==> src/rtl/stream_mux_arb_pkg.sv <==
// Shared constants and helpers for the stream multiplexer/arbiter.
package stream_mux_pkg;

    localparam logic MODE_FIXED = 1'b0;
    localparam logic MODE_RR    = 1'b1;

    // Explicit compare so non-power-of-2 channel counts wrap correctly.
    function automatic int unsigned wrap_inc(input int unsigned idx, input int unsigned n);
        return ((idx + 32'd1) >= n) ? 32'd0 : (idx + 32'd1);
    endfunction

endpackage

==> src/rtl/stream_mux_arb_if.sv <==
// Handshake bundle between N producer streams, the mux, and one consumer.
interface stream_mux_arb_if #(
    parameter int NCH   = 4,
    parameter int WIDTH = 8
);
    localparam int SELW = $clog2(NCH);

    logic                  mode;
    logic [SELW-1:0]       sel;
    logic [NCH*WIDTH-1:0]  in_data;
    logic [NCH-1:0]        in_valid;
    logic [NCH-1:0]        in_ready;
    logic [WIDTH-1:0]      out_data;
    logic [SELW-1:0]       out_chan;
    logic                  out_valid;
    logic                  out_ready;

    modport master (
        output mode, sel, in_data, in_valid, out_ready,
        input  in_ready, out_data, out_chan, out_valid
    );

    modport slave (
        input  mode, sel, in_data, in_valid, out_ready,
        output in_ready, out_data, out_chan, out_valid
    );
endinterface

==> src/rtl/stream_mux_arb_pick.sv <==
// Round-robin priority picker: first requester at or after ptr_i, wrapping.
module rr_priority_pick #(
    parameter int NCH  = 4,
    parameter int SELW = $clog2(NCH)
) (
    input  logic [NCH-1:0]  req_i,
    input  logic [SELW-1:0] ptr_i,
    output logic [SELW-1:0] grant_o,
    output logic            grant_valid_o
);
    logic [SELW:0] idx_s;
    logic          hit_s;

    // Scan NCH positions starting at the pointer; the first hit wins.
    always_comb begin
        grant_o       = '0;
        grant_valid_o = 1'b0;
        idx_s         = '0;
        hit_s         = 1'b0;
        for (int k = 0; k < NCH; k++) begin
            idx_s         = {1'b0, ptr_i} + (SELW+1)'(k);
            idx_s         = (idx_s >= (SELW+1)'(NCH)) ? (idx_s - (SELW+1)'(NCH)) : idx_s;
            hit_s         = !grant_valid_o && req_i[idx_s[SELW-1:0]];
            grant_o       = hit_s ? idx_s[SELW-1:0] : grant_o;
            grant_valid_o = grant_valid_o | hit_s;
        end
    end
endmodule

==> src/rtl/stream_mux_arb.sv <==
// N-channel stream mux with registered output; fixed-select or round-robin grant.
module stream_mux_arb
    import stream_mux_pkg::*;
#(
    parameter int NCH   = 4,
    parameter int WIDTH = 8,
    localparam int SELW = $clog2(NCH)
) (
    input logic             clk,
    input logic             reset,
    stream_mux_arb_if.slave bus
);
    logic              load_en_s;
    logic [SELW-1:0]   rr_grant_s;
    logic              rr_grant_valid_s;
    logic [SELW-1:0]   cand_s;
    logic              cand_valid_s;
    logic [NCH-1:0]    in_ready_s;
    logic              xfer_s;
    logic [WIDTH-1:0]  data_sel_s;

    logic              out_valid_q, out_valid_d;
    logic [WIDTH-1:0]  out_data_q,  out_data_d;
    logic [SELW-1:0]   out_chan_q,  out_chan_d;
    logic [SELW-1:0]   ptr_q,       ptr_d;

    rr_priority_pick #(.NCH(NCH), .SELW(SELW)) u_pick (
        .req_i         (bus.in_valid),
        .ptr_i         (ptr_q),
        .grant_o       (rr_grant_s),
        .grant_valid_o (rr_grant_valid_s)
    );

    // Candidate channel from the active selection mode.
    always_comb begin
        load_en_s    = !out_valid_q || bus.out_ready;
        cand_s       = '0;
        cand_valid_s = 1'b0;
        if (bus.mode == MODE_RR) begin
            cand_s       = rr_grant_s;
            cand_valid_s = rr_grant_valid_s;
        end else begin
            cand_s       = bus.sel;
            cand_valid_s = ({1'b0, bus.sel} < (SELW+1)'(NCH));
        end
    end

    // One-hot ready and AND-OR data select; ready stays low through reset.
    always_comb begin
        in_ready_s = '0;
        data_sel_s = '0;
        for (int i = 0; i < NCH; i++) begin
            in_ready_s[i] = !reset && load_en_s && cand_valid_s && (cand_s == SELW'(i));
            data_sel_s    = data_sel_s | (bus.in_data[i*WIDTH +: WIDTH] & {WIDTH{in_ready_s[i]}});
        end
        xfer_s = |(in_ready_s & bus.in_valid);
    end

    // Next state of the output register and the round-robin pointer.
    always_comb begin
        out_valid_d = load_en_s ? xfer_s : out_valid_q;
        out_data_d  = xfer_s ? data_sel_s : out_data_q;
        out_chan_d  = xfer_s ? cand_s : out_chan_q;
        ptr_d       = (xfer_s && (bus.mode == MODE_RR))
                    ? SELW'(wrap_inc(int'(cand_s), NCH)) : ptr_q;
    end

    // State registers with synchronous reset.
    always_ff @(posedge clk) begin
        if (reset) begin
            out_valid_q <= 1'b0;
            out_data_q  <= '0;
            out_chan_q  <= '0;
            ptr_q       <= '0;
        end else begin
            out_valid_q <= out_valid_d;
            out_data_q  <= out_data_d;
            out_chan_q  <= out_chan_d;
            ptr_q       <= ptr_d;
        end
    end

    assign bus.in_ready  = in_ready_s;
    assign bus.out_valid = out_valid_q;
    assign bus.out_data  = out_data_q;
    assign bus.out_chan  = out_chan_q;
endmodule
==> src/flat_wrapper.sv <==
// flat-port wrapper written by rule: the top's interface ports become plain ports
module stream_mux_arb_flat import stream_mux_pkg::*;
#(
    parameter int NCH   = 4,
    parameter int WIDTH = 8,
    localparam int SELW = $clog2(NCH)
)
  (clk, reset, bus_mode, bus_sel, bus_in_data, bus_in_valid, bus_out_ready, bus_in_ready, bus_out_data, bus_out_chan, bus_out_valid);
  stream_mux_arb_if #(.NCH(NCH), .WIDTH(WIDTH)) bus_i ();
  input logic clk;
  input logic reset;
  input wire logic [$bits(bus_i.mode)-1:0] bus_mode;
  input wire logic [$bits(bus_i.sel)-1:0] bus_sel;
  input wire logic [$bits(bus_i.in_data)-1:0] bus_in_data;
  input wire logic [$bits(bus_i.in_valid)-1:0] bus_in_valid;
  input wire logic [$bits(bus_i.out_ready)-1:0] bus_out_ready;
  output wire logic [$bits(bus_i.in_ready)-1:0] bus_in_ready;
  output wire logic [$bits(bus_i.out_data)-1:0] bus_out_data;
  output wire logic [$bits(bus_i.out_chan)-1:0] bus_out_chan;
  output wire logic [$bits(bus_i.out_valid)-1:0] bus_out_valid;
  assign bus_i.mode = bus_mode;
  assign bus_i.sel = bus_sel;
  assign bus_i.in_data = bus_in_data;
  assign bus_i.in_valid = bus_in_valid;
  assign bus_i.out_ready = bus_out_ready;
  assign bus_in_ready = bus_i.in_ready;
  assign bus_out_data = bus_i.out_data;
  assign bus_out_chan = bus_i.out_chan;
  assign bus_out_valid = bus_i.out_valid;
  stream_mux_arb #(.NCH(NCH), .WIDTH(WIDTH)) u_core (.clk(clk), .reset(reset), .bus(bus_i));
endmodule
==> config.mk <==
export PLATFORM = sky130hd
export DESIGN_NAME = stream_mux_arb_flat
export DESIGN_NICKNAME = d
export VERILOG_FILES = /design/src/rtl/stream_mux_arb_pkg.sv /design/src/rtl/stream_mux_arb_if.sv /design/src/rtl/stream_mux_arb_pick.sv /design/src/rtl/stream_mux_arb.sv /design/src/flat_wrapper.sv
export SDC_FILE = /design/constraint.sdc
export NUM_CORES = 1
export LEC_CHECK = 0
export CAP_MARGIN = 20
export CORE_UTILIZATION = 36
export DETAILED_ROUTE_END_ITERATION = 8
export GPL_TIMING_DRIVEN = 0
export PLACE_DENSITY = 0.79
export SLEW_MARGIN = 0
export SYNTH_ARGS = -nofsm -noshare
export SYNTH_HDL_FRONTEND = slang
export SYNTH_SLANG_ARGS = --single-unit
==> constraint.sdc <==
create_clock -name clk -period 2.7 [get_ports clk]
set_input_delay 0.54 -clock clk [delete_from_list [all_inputs] [get_ports clk]]
set_output_delay 0.54 -clock clk [all_outputs]
set_load 0.01 [all_outputs]
Word level (Yosys, flattened, before mapping)

Cells that the tools add are included.
W data, S select, Z words.

$add $sub $neg: 8
Equality and inequality tests: 3
Magnitude comparators: 9
Reductions and logical operators: 18
Bitwise logic cells: 11
Mux-type cells: 19

Operators by type and width:

| cell                  | number |
|---|---|
| $and A8 B8 Y8         | 4 |
| $or A8 B8 Y8          | 3 |
| $mux W2               | 10 |
| $ge A3 B3 Y1 const B  | 4 |
| $lt A2 B3 Y1 const B  | 4 |
| $logic_and A1 B1 Y1   | 10 |
| $bmux W1 S2           | 4 |
| $sub A2 B1 Y2 const B | 4 |
| $add A2 B1 Y3 const B | 2 |
| $add A2 B2 Y3 const B | 2 |
| $logic_not A1 Y1      | 5 |
| $mux W1               | 5 |
| $and A4 B4 Y4         | 1 |
| $eq A2 B2 Y1 const B  | 2 |
| $reduce_or A4 Y1      | 1 |
| $ge A2 B3 Y1 const B  | 1 |
| $or A1 B1 Y1          | 3 |
| $eq A2 B1 Y1 const B  | 1 |
| $logic_not A2 Y1      | 1 |
| $logic_or A1 B1 Y1    | 1 |

Flip-flop bits (word level): 13
Input port bits: 42
Output and inout port bits: 15
Word-level logic and storage cells: 72

Longest topological paths before layout

Gate-level depths: netlist of the first run.

Depth after elaboration: 20
Gate-level depth with buffers: 13

Hierarchy

A second synthesis of the first run with hierarchy kept.

Cell total of the unflattened synthesis: 113
Area total of the unflattened synthesis: 945.9 um2

By module, submodules not included:

| module           | cells an instance | instances | seq. area each (um2) | area an instance (um2) |
|---|---|---|---|---|
| stream_mux_arb   | 98                | 1         | 260.2                | 868.3 |
| rr_priority_pick | 15                | 1         | 0.0                  | 77.6 |

Worst setup path before layout of the first run

Ideal clock, no wire load.

Path kind: input port to flip-flop
From: input port bus_in_valid[2]
To: register u_core.out_chan_q[1] (netlist: u_core.bus.out_chan[1])
Arrival: 2.414 ns
Slack: 0.216 ns
Buffers on the path: 2
Stages: 12
Setup time: 0.070 ns
Cells stage by stage: mux2i_1 -> nor2_1 -> o32ai_1 -> inv_1 -> ha_1 -> clkbuf_1 -> a22oi_1 -> nand2_1 -> buf_2 -> nand2_1 -> nand2_1 -> a21oi_1

Cells in the longest elaborated chain, start to end: 16

Ends and longest elaborated chain:

| item                                       | RTL line                  | source |
|---|---|---|
| from (decl)                                | flat_wrapper.sv:15        | `input wire logic [$bits(bus_i.in_valid)-1:0] bus_in_valid;` |
| $bmux W1 S2                                | stream_mux_arb_pick.sv:23 | `hit_s = !grant_valid_o && req_i[idx_s[SELW-1:0]];` |
| $mux W1 (not written as such)              | stream_mux_arb_pick.sv:23 |  |
| $logic_not A1 Y1                           | stream_mux_arb_pick.sv:23 |  |
| $logic_and A1 B1 Y1                        | stream_mux_arb_pick.sv:23 |  |
| $or A1 B1 Y1                               | stream_mux_arb_pick.sv:25 | `grant_valid_o = grant_valid_o \| hit_s;` |
| $logic_not A1 Y1                           | stream_mux_arb_pick.sv:23 |  |
| $logic_and A1 B1 Y1                        | stream_mux_arb_pick.sv:23 |  |
| $or A1 B1 Y1                               | stream_mux_arb_pick.sv:25 |  |
| $logic_not A1 Y1                           | stream_mux_arb_pick.sv:23 |  |
| $logic_and A1 B1 Y1                        | stream_mux_arb_pick.sv:23 |  |
| $mux W2 (*)                                | stream_mux_arb_pick.sv:24 | `grant_o = hit_s ? idx_s[SELW-1:0] : grant_o;` |
| $mux W2 (*)                                | stream_mux_arb.sv:39      | `if (bus.mode == MODE_RR) begin` |
| via u_core.cand_s[0]                       | stream_mux_arb.sv:16      | `logic [SELW-1:0] cand_s;` |
| $eq A2 B1 Y1, or another cell as far along | stream_mux_arb.sv:53      | `in_ready_s[i] = !reset && load_en_s && cand_valid_s && (cand_s == SELW'(i));` |
| $logic_and A1 B1 Y1                        | stream_mux_arb.sv:53      |  |
| $and A4 B4 Y4 (*)                          | stream_mux_arb.sv:56      | `xfer_s = \|(in_ready_s & bus.in_valid);` |
| $reduce_or A4 Y1 (*)                       | stream_mux_arb.sv:56      |  |
| to (signal assigned)                       | stream_mux_arb.sv:78      | `out_chan_q <= out_chan_d;` |
| to (decl)                                  | stream_mux_arb.sv:24      | `logic [SELW-1:0] out_chan_q, out_chan_d;` |

The timed path passes the listed nets; every way through them passes the cells marked *. The select of a mux whose other input is x is not followed.
A chain may end at the register's enable or synchronous reset.

Worst setup path in the final report of the first run

From: input port bus_sel[1]
To: output port bus_in_ready[1]

Cells in the longest elaborated chain, start to end: 3

Ends and longest elaborated chain:

| item                 | RTL line             | source |
|---|---|---|
| from (decl)          | flat_wrapper.sv:13   | `input wire logic [$bits(bus_i.sel)-1:0] bus_sel;` |
| $mux W2              | stream_mux_arb.sv:39 |  |
| via u_core.cand_s[1] | stream_mux_arb.sv:16 |  |
| $eq A2 B1 Y1         | stream_mux_arb.sv:53 |  |
| $logic_and A1 B1 Y1  | stream_mux_arb.sv:53 |  |
| to (decl)            | flat_wrapper.sv:17   | `output wire logic [$bits(bus_i.in_ready)-1:0] bus_in_ready;` |

The timed path passes the listed nets, and every way through them passes these cells.

==> flow_summary.ini, run 1 <==
[placed_design]
place_hpwl_mm = 2.07
portBuffers = 55
place_congestion = 0.793
dpl.cell_count = 202
preCtsSetupSlack_ps = -1100
postPlaceCellArea_mm2 = 0.00148

[power]
leakage_nw = 0.615
power_density_mw_per_mm2 = 381
peakVddDrop_v = 0.000375
total_power_uw = 613

[final_layout]
drive_gt1_share_pct = 19.0
n_antenna_cell = 0
multi_input_area_um2 = 669
fin_area_mm2 = 0.00161
fin_nets = 226
area_growth_pct = 79.7
fin_cells = 207
regArea_um2 = 262
fillCellCount = 200

[grt]
grt_max_degree = 11
antenna_found_initial = 0
overflow = 0
grt_pass1_vias = 1017
gr-usage-all-layers_pct = 22.5
grt_pass1_wl_mm = 4.42

[logic_synthesis]
synth_area_leaders = dfxtp_1 (29%), a22oi_1 (15%), nand2_1 (9.2%), a21oi_1 (7.3%), ha_1 (5.6%)
async_reset_ff_share_pct = 0
synth_largest_area_cell = dfxtp_1
synth_edf_count = 0
syn_nets = 165
ys_warn_count = 0
synthFlopType = dfxtp_1
synthCells = 119
ys_ff_latch = 13
netlist.area_leader.share_pct = 29.1
ys_seq_area_share_pct = 29.1
syn-mean-instance-area_um2 = 7.52
netlist_area_um2 = 895
synth_cell_type_count = 24

[worst_setup_path]
start_kind = primary input
critPathCaptureType = output pin
path_max_fanout = 10
worst_path_dominant_cell_family = buffers and inverters
cpPeakStageDelay_ps = 450
path_cells = clkdlybuf4s50_1, nor2_1, a211oi_2, buf_4, inv_2, ha_4, and2_1, dlygate4sd2_1
slowest_stage = clkdlybuf4s50_1
worstPathArrival_ps = 2130
crit_required_ps = 2160
path_buf_inv = 4
crit_type = in -> out

[floorplan]
fp-row-count = 17
ioPinCount = 57
dieHeight_um = 51.9
die_w_um = 51.9
core_mm2 = 0.00228
dieArea_mm2 = 0.00269
initial_utilization_pct = 39.3

[clocking]
clock_path_buffers = 2
cts_tree = done
cts.sinks = 13
clk_latency_ps = 270
cts_made_buffers = 3
clk_pin_slew_ps = 70
htree_levels = 1
root_buffer = clkbuf_4

[outcome]
status = complete, no violations

[routing]
vias = 1102
first_pass_iters = 5
wirelength_mm = 2.93
drt_iter0_drc = 29
drc_errors = 0
route.detailed.wl_per_inst_um = 14.2
ant_nets = 0
via_per_inst = 5.32

[timing]
period_minus_slack_ps = 2670
rsz0062_at_grt = yes
fin_skew_ps = 3.34
hold_viol_final = 0
fmax_ghz = 0.374
worst_slack_ps = 29.5
finalSetupViolations = 0
period_share_pct = 98.9
max_slew_margin_pct = 71.5
worst_slew_pin_slew_ps = 427
fin_setup_tns_ps = 0
slew_viol_final = 0

[hold_path]
min_path_type = reg -> reg

[job]
max_cap_viol_count = 0
==> worst reg2reg max path, delay by kind of cell (launching register included) <==
kind | cells | cell delay, ps
muxes | 1 | 200
and+or+nand+nor | 3 | 340
AOI/OAI and AO/OA | 3 | 740
DFF | 1 | 390
adders and majority gates | 1 | 180
buffers and inverters | 3 | 430
==> power breakdown <==
group / internal [mW] / switching (mW) / total, mW
combinational: 0.152 / 0.128 / 0.281
sequential: 0.207 / 0.00895 / 0.216
clock: 0.0573 / 0.0586 / 0.116
==> cell usage after synthesis (all sizes together), types with 2 or more instances <==
library cell / n
nand2: 22
a22oi: 18
a21oi: 13
dfxtp: 13
nand3: 10
nor2: 6
and2: 5
clkbuf: 5
buf: 4
ha: 4
inv: 4
a211oi: 3
nand2b: 3
a311oi: 2
nor2b: 2
==> layout by cell type (no fill, tap or decap), types with 2 or more instances in the layout <==
| cell type | instances |
|---|---|
| nor2b_1 | 2 |
| dlygate4sd2_1 | 3 |
| clkbuf_1 | 2 |
| buf_2 | 3 |
| buf_4 | 6 |
| inv_2 | 3 |
| a22oi_1 | 18 |
| a21oi_1 | 12 |
| nand3_1 | 10 |
| nand2_2 | 2 |
| nor2_1 | 6 |
| nand2b_1 | 2 |
| nand2_1 | 20 |
| clkdlybuf4s50_1 | 47 |
| clkbuf_4 | 4 |
| and2_1 | 5 |
| clkbuf_2 | 2 |
| dfxtp_1 | 12 |
| ha_4 | 4 |
==> path summary, 6_finish.rpt <==
kind / end / depth (start not counted) / start / slack [ps]
min reg2reg: u_core.bus.out_data[5] / 2 / u_core.bus.out_data[5] / 460
max: bus_in_ready[1] / 8 / bus_sel[1] / 30
max reg2reg: u_core.ptr_q[0] / 11 / u_core.ptr_q[1] / 340
min: u_core.bus.out_data[5] / 2 / u_core.bus.out_data[5] / 460
==> registers in the layout (all words and copies together) (netlist names) <==
register,cells
u_core.bus.out_data,8
u_core.bus.out_valid,1
u_core.bus.out_chan,2
u_core.ptr_q,2
==> routing by layer <==
| metal | vias up | routed length [um] | GRT usage (%) |
|---|---|---|---|
| met5 | - | 0 | 0 |
| met3 | 7 | 241 | 7.02 |
| met4 | 0 | 51 | 7.66 |
| met2 | 52 | 1440 | 40.4 |
| met1 | 500 | 1200 | 24.5 |
| li1 | 543 | - | - |
==> stage by stage <==
| step | utilization (%) | hold slack, ps |
|---|---|---|
| 6_report | 70.6 | 455 |
| 3_5_place_dp | 65.0 | 449 |
| 2_1_floorplan | - | 474 |
| 3_3_place_gp | 65.0 | 446 |
| 5_1_grt | 70.6 | 481 |
| 4_1_cts | 70.5 | 460 |
==> what timing repair did <==
item                       4_1_cts  5_1_grt
hold buffers                     0        0
gates resized for setup         32       12
setup endpoints to repair       17        7
hold endpoints to repair         0        0
pin swaps                        5        2
buffers inserted                 5        0
==> layout make-up <==
type / instances / share of cell area [%]
clock buffer: 4 / 1.63
inverter: 4 / 0.934
multi-input combinational: 93 / 41.6
sequential: 13 / 16.3
tap: 28 / 2.18
buffer: 5 / 2.18
timing repair buffer: 60 / 35.2
==> logic make-up after synthesis <==
kind of cell	count (synthesis)	share of synthesized area, %
simple gates	50	27.6
compound gates	38	29.8
buf+inv	13	6.85
flops	13	29.1
fa+ha+maj	4	5.59
mux	1	1.12
No activity file was read; power rests on OpenSTA's default activity.
==> run 2, diff against run 1 <==
ABC_CLOCK_PERIOD_IN_PS = 2700   (was unset)
==> results of run 2 <==
No change in the layout: final DEF, timing and power equal those of run 1.
